### src/rtl/bitnet_medium_pkg.sv
// Shared types for the instruction loader.
//
// loader_state_t : loader control states
//   IDLE - waiting for a start request; host words are not consumed
//   LOAD - accepting words and writing them to consecutive BRAM addresses
//   DONE - single-cycle completion state (done pulse, CPU still held)
package bitnet_medium_pkg;

    typedef enum logic [1:0] {
        IDLE = 2'd0,
        LOAD = 2'd1,
        DONE = 2'd2
    } loader_state_t;

endpackage : bitnet_medium_pkg

### src/rtl/instruction_loader_medium.sv
// Instruction loader: streams instruction words from a host source into the
// instruction BRAM starting at address 0, holding the CPU while a load is in
// progress. Reports completion, the word count and a wrapping checksum.
//
// Ports:
//   clk_in, rst_in        clock and synchronous active-high reset
//   load_start_in         one-cycle start request (honoured only in IDLE)
//   load_len_in           words to load, clamped to ADDRS, sampled at start
//   data_in/data_valid_in host word and its valid
//   data_ready_out        loader accepts a word this cycle (LOAD only)
//   busy_out/cpu_hold_out high in LOAD and DONE
//   done_out              one-cycle pulse when a load finishes
//   words_loaded_out      words written in the current or last load
//   checksum_out          sum of loaded words modulo 2^BRAM_WIDTH
//   bram_*                write-only BRAM port (read data is ignored)
module instruction_loader_medium
    import bitnet_medium_pkg::*;
#(
    parameter int ADDRS      = 256,
    parameter int BRAM_WIDTH = 8,
    localparam int ADDR_SIZE = $clog2(ADDRS)
) (
    input  logic                  clk_in,
    input  logic                  rst_in,
    input  logic                  load_start_in,
    input  logic [ADDR_SIZE:0]    load_len_in,
    input  logic [BRAM_WIDTH-1:0] data_in,
    input  logic                  data_valid_in,
    output logic                  data_ready_out,
    output logic                  busy_out,
    output logic                  cpu_hold_out,
    output logic                  done_out,
    output logic [ADDR_SIZE:0]    words_loaded_out,
    output logic [BRAM_WIDTH-1:0] checksum_out,
    input  logic [BRAM_WIDTH-1:0] bram_dout,
    output logic [ADDR_SIZE-1:0]  bram_addr,
    output logic                  bram_we,
    output logic                  bram_regce,
    output logic [BRAM_WIDTH-1:0] bram_din
);

    localparam int LEN_W = ADDR_SIZE + 1;
    localparam logic [LEN_W-1:0]     MAX_LEN  = LEN_W'(ADDRS);
    localparam logic [LEN_W-1:0]     ONE_LEN  = LEN_W'(1);
    localparam logic [ADDR_SIZE-1:0] ONE_ADDR = ADDR_SIZE'(1);

    loader_state_t         state_q, state_d;
    logic [ADDR_SIZE-1:0]  wr_addr_q, wr_addr_d;
    logic [LEN_W-1:0]      remaining_q, remaining_d;
    logic [LEN_W-1:0]      words_q, words_d;
    logic [BRAM_WIDTH-1:0] checksum_q, checksum_d;

    logic             beat;
    logic [LEN_W-1:0] clamped_len;

    // The loader never reads the BRAM; the read port exists only so the
    // memory can be shared with the fetch side.
    logic bram_dout_unused;
    assign bram_dout_unused = ^bram_dout;

    // A beat is a word transfer; ready is only ever high in LOAD.
    assign beat = (state_q == LOAD) && data_valid_in;

    // Clamping the length keeps wr_addr inside the BRAM: the last write of
    // a full-depth load lands on ADDRS-1.
    assign clamped_len = (load_len_in > MAX_LEN) ? MAX_LEN : load_len_in;

    always_comb begin
        state_d     = state_q;
        wr_addr_d   = wr_addr_q;
        remaining_d = remaining_q;
        words_d     = words_q;
        checksum_d  = checksum_q;

        case (state_q)
            IDLE: begin
                if (load_start_in) begin
                    wr_addr_d   = '0;
                    remaining_d = clamped_len;
                    words_d     = '0;
                    checksum_d  = '0;
                    // A zero-length load still reports completion.
                    state_d     = (clamped_len != '0) ? LOAD : DONE;
                end
            end
            LOAD: begin
                if (beat) begin
                    wr_addr_d   = wr_addr_q + ONE_ADDR;
                    remaining_d = remaining_q - ONE_LEN;
                    words_d     = words_q + ONE_LEN;
                    checksum_d  = checksum_q + data_in;
                    if (remaining_q == ONE_LEN) begin
                        state_d = DONE;
                    end
                end
            end
            DONE: begin
                state_d = IDLE;
            end
            default: begin
                state_d = IDLE;
            end
        endcase
    end

    always_ff @(posedge clk_in) begin
        if (rst_in) begin
            state_q     <= IDLE;
            wr_addr_q   <= '0;
            remaining_q <= '0;
            words_q     <= '0;
            checksum_q  <= '0;
        end else begin
            state_q     <= state_d;
            wr_addr_q   <= wr_addr_d;
            remaining_q <= remaining_d;
            words_q     <= words_d;
            checksum_q  <= checksum_d;
        end
    end

    // Handshake and status are pure functions of the state register.
    assign data_ready_out   = (state_q == LOAD);
    assign busy_out         = (state_q == LOAD) || (state_q == DONE);
    assign cpu_hold_out     = busy_out;
    assign done_out         = (state_q == DONE);
    assign words_loaded_out = words_q;
    assign checksum_out     = checksum_q;

    // The write happens in the same cycle as the beat; data is zeroed
    // outside a beat so the BRAM port is quiet between writes.
    assign bram_we    = beat;
    assign bram_addr  = (state_q == LOAD) ? wr_addr_q : '0;
    assign bram_din   = beat ? data_in : '0;
    assign bram_regce = 1'b0;

endmodule : instruction_loader_medium
### config.mk
export PLATFORM = sky130hd
export DESIGN_NAME = instruction_loader_medium
export DESIGN_NICKNAME = d
export VERILOG_FILES = /design/src/rtl/bitnet_medium_pkg.sv /design/src/rtl/instruction_loader_medium.sv
export SDC_FILE = /design/constraint.sdc
export NUM_CORES = 1
export LEC_CHECK = 0
export ABC_AREA = 1
export CAP_MARGIN = 40
export CORE_MARGIN = 1
export CORE_UTILIZATION = 45
export DETAILED_ROUTE_END_ITERATION = 16
export HOLD_SLACK_MARGIN = 0.06
export PLACE_DENSITY_LB_ADDON = 0.2
export SKIP_CTS_REPAIR_TIMING = 1
export SLEW_MARGIN = 20
export SYNTH_ARGS = -nofsm -noshare
export SYNTH_HDL_FRONTEND = slang
export SYNTH_SLANG_ARGS = --single-unit
### constraint.sdc
create_clock -name clk_in -period 2.6 [get_ports clk_in]
set_input_delay 0.52 -clock clk_in [delete_from_list [all_inputs] [get_ports clk_in]]
set_output_delay 0.52 -clock clk_in [all_outputs]
set_load 0.005 [all_outputs]
==> results.py <==
metrics = {
    "synth": {
        "synth-edff-count": 0,
        "ys_seq_area_share_pct": 30.0,
        "yosys_warnings": 0,
        "synthCells": 382,
        "synth_area_per_cell_um2": 6.30,
        "ys_seq_elements": 36,
        "synth_nets": 426,
        "synthArstFlopShare_pct": 0,
        "netlist_area_um2": 2400,
        "yosys.cell_types.count": 31,
        "synthFlopType": "dfxtp_1",
    },
    "setup_path": {
        "cp_max_fo": 10,
        "cp_common_cell": "inv_1",
        "reg2reg_slack_ns": 0.45,
        "cp-startpoint": "state_q[1]",
        "critPathBufInv": 4,
        "cp_slowest_cell": "clkdlybuf4s50_1",
        "arrival_ns": 1.81,
        "critPathRequiredTime_ns": 2.08,
        "critical-path-top-delay-family": "buffers and inverters",
        "worstReg2RegStart": "state_q[1]",
        "reg2reg_depth": 10,
        "end_kind": "output port",
        "worst_setup_path_start_kind": "flip-flop",
        "endpoint": "bram_addr[6]",
        "crit_cells": 6,
        "crit_chain": "inv_1 > ha_1 > buf_4 > nand2_1 > inv_1 > clkdlybuf4s50_1",
        "crit_type": "reg -> out",
        "r2r-end": "remaining_q[4]",
        "critical-path-max-stage-delay_ns": 0.48,
    },
    "min_path": {
        "hp-class": "reg -> reg",
        "hold_depth": 1,
    },
    "pwr": {
        "switching_share_pct": 42.7,
        "p_clk_share_pct": 20.6,
        "leakage_nw": 1.46,
        "vdd_drop_max_uv": 603,
        "p_int_mw": 1.41,
        "sequentialPowerShare_pct": 29.6,
        "totalPowerFinal_mw": 2.45,
        "p_sw_mw": 1.05,
        "power-per-cell-area_nw_per_um2": 780,
        "combPwrFrac_pct": 49.9,
    },
    "grt": {
        "grt-ovfl-total": 0,
        "track_usage_pct": 21.9,
        "antenna_found_initial": 0,
        "grt_pass1_wl_mm": 9.45,
        "grt_max_degree": 25,
        "grt_pass1_vias": 2140,
    },
    "drt": {
        "ant_nets": 0,
        "drt_pre_antenna_iters": 4,
        "drc": 0,
        "vias": 2496,
        "drtIter0Drc": 120,
        "wl_mm": 5.68,
        "via_per_inst": 4.88,
        "wl_per_cell_um": 11.1,
    },
    "clock_network": {
        "clk_latency_ns": 0.30,
        "path_clk_slew_ns": 0.08,
        "cts.sink_count": 36,
        "cts_tree": "done",
        "clockRootBuffer": "clkbuf_8",
        "cts_made_buffers": 5,
        "htree_levels": 2,
        "clk_path_buf_depth": 2,
    },
    "floorplanning": {
        "die_w_um": 75.1,
        "fp.dieH_um": 75.1,
        "die_area_um2": 5640,
        "core_um2": 5140,
        "rows": 26,
        "start_util_pct": 46.8,
        "io_pins": 68,
    },
    "placement": {
        "hpwlAfterDp_mm": 4.27,
        "io_buffers": 58,
        "gp_congestion": 0.804,
    },
    "sta": {
        "period_share_pct": 89.6,
        "timing.hold.ws_ns": 0.475,
        "hold_viol": 0,
        "finalMaxSlewViolations": 0,
        "fin_setup_tns_ns": 0,
        "fmax_mhz": 429,
        "rsz0062_at_grt": "no",
        "period_minus_slack_ns": 2.33,
        "setup-violations-final": 0,
        "finClkSkew_ns": 0.00601,
    },
    "cells_and_area": {
        "n_antenna_cell": 0,
        "final_nets": 485,
        "drive_gt1_share_pct": 4.52,
        "area_growth_syn_to_layout_pct": 30.8,
        "layout_commonest_cell": "nand2_1",
        "fill_cells": 529,
        "fin_util_pct": 61.2,
        "layout_common_cells": "nand2_1 (101), inv_1 (59), clkdlybuf4s50_1 (58), nor2_1 (46), a21oi_1 (42)",
    },
    "flow_run": {
        "maxCapViolCount": 0,
    },
    "run_status": {
        "status": "complete, no violations",
    },
}
## cells in the mapped netlist, drive strengths merged, types with 2 or more instances
master  count  area share, %
a21oi      42            8.7
inv        61            9.5
nand3b      2           0.62
clkbuf      4           0.62
nand2     104             17
xor2        4            1.5
nor3        8            1.9
nor2       46            7.2
buf         7            2.5
nand4       9            2.3
nand3      22            5.1
o21ai      14            2.9
dfxtp      36             30
ha         14            7.3
## layer usage
layer / GRT usage, % / part of all wire (%) / vias up
li1: - / - / 1327
met4: 7.97 / 1.2 / 0
met1: 28.3 / 49 / 1097
met2: 35.4 / 45 / 64
met5: 0 / 0 / -
met3: 5.22 / 5.2 / 8
## power by group through the flow
stage | Sequential, mW | Clock [mW] | Combinational, mW
final | 0.725 | 0.505 | 1.22
after global routing | 0.737 | 0.534 | 1.38
after CTS | 0.724 | 0.517 | 1.23
after detailed placement | 0.737 | 0 | 1.22
after global placement | 0.731 | 0 | 1.19
after floorplan | 0.717 | 0 | 0.896
## final cells by class
cell class	count	area, µm²	area share (%)
multi-input cells	274	1380	43.8
flip-flops and latches	36	721	22.9
repair buffers	63	618	19.6
inverters	61	229	7.28
well taps	70	87.6	2.78
clock buffers	5	68.8	2.19
clock inverters	3	42.5	1.35
## worst min-delay path by stage
stage	startpoint	endpoint	slack (ns)
detailed placement	wr_addr_q[6]	wr_addr_q[6]	0.47
global route	wr_addr_q[6]	wr_addr_q[6]	0.50
CTS	wr_addr_q[6]	wr_addr_q[6]	0.48
floorplan	wr_addr_q[6]	wr_addr_q[6]	0.44
global placement	wr_addr_q[6]	wr_addr_q[6]	0.46
finish	wr_addr_q[6]	wr_addr_q[6]	0.47
## sequential cells by signal, summed over array words and instances (netlist names)
name	flops
checksum_out	8
words_loaded_out	9
state_q	2
remaining_q	9
wr_addr_q	8
## kinds of logic after synthesis
| logic type | share of synthesized area (%) |
|---|---|
| XOR/XNOR | 1.82 |
| adder cells (fa/ha/maj) | 8.12 |
| buffers and inverters | 12.7 |
| flip-flops | 30.0 |
| AND/OR/NAND/NOR | 34.4 |
| AO/OA/AOI/OAI | 12.9 |
| other | 0.156 |
## through the flow
stage	setup slack [ns]	std cells	instance area, µm²
floorplan	0.933	382	2400
global placement	0.288	504	3030
detailed placement	0.272	504	3030
CTS	0.231	512	3150
global route	0.135	512	3150
finish	0.269	512	3150
No activity file was read; power rests on OpenSTA's default activity.
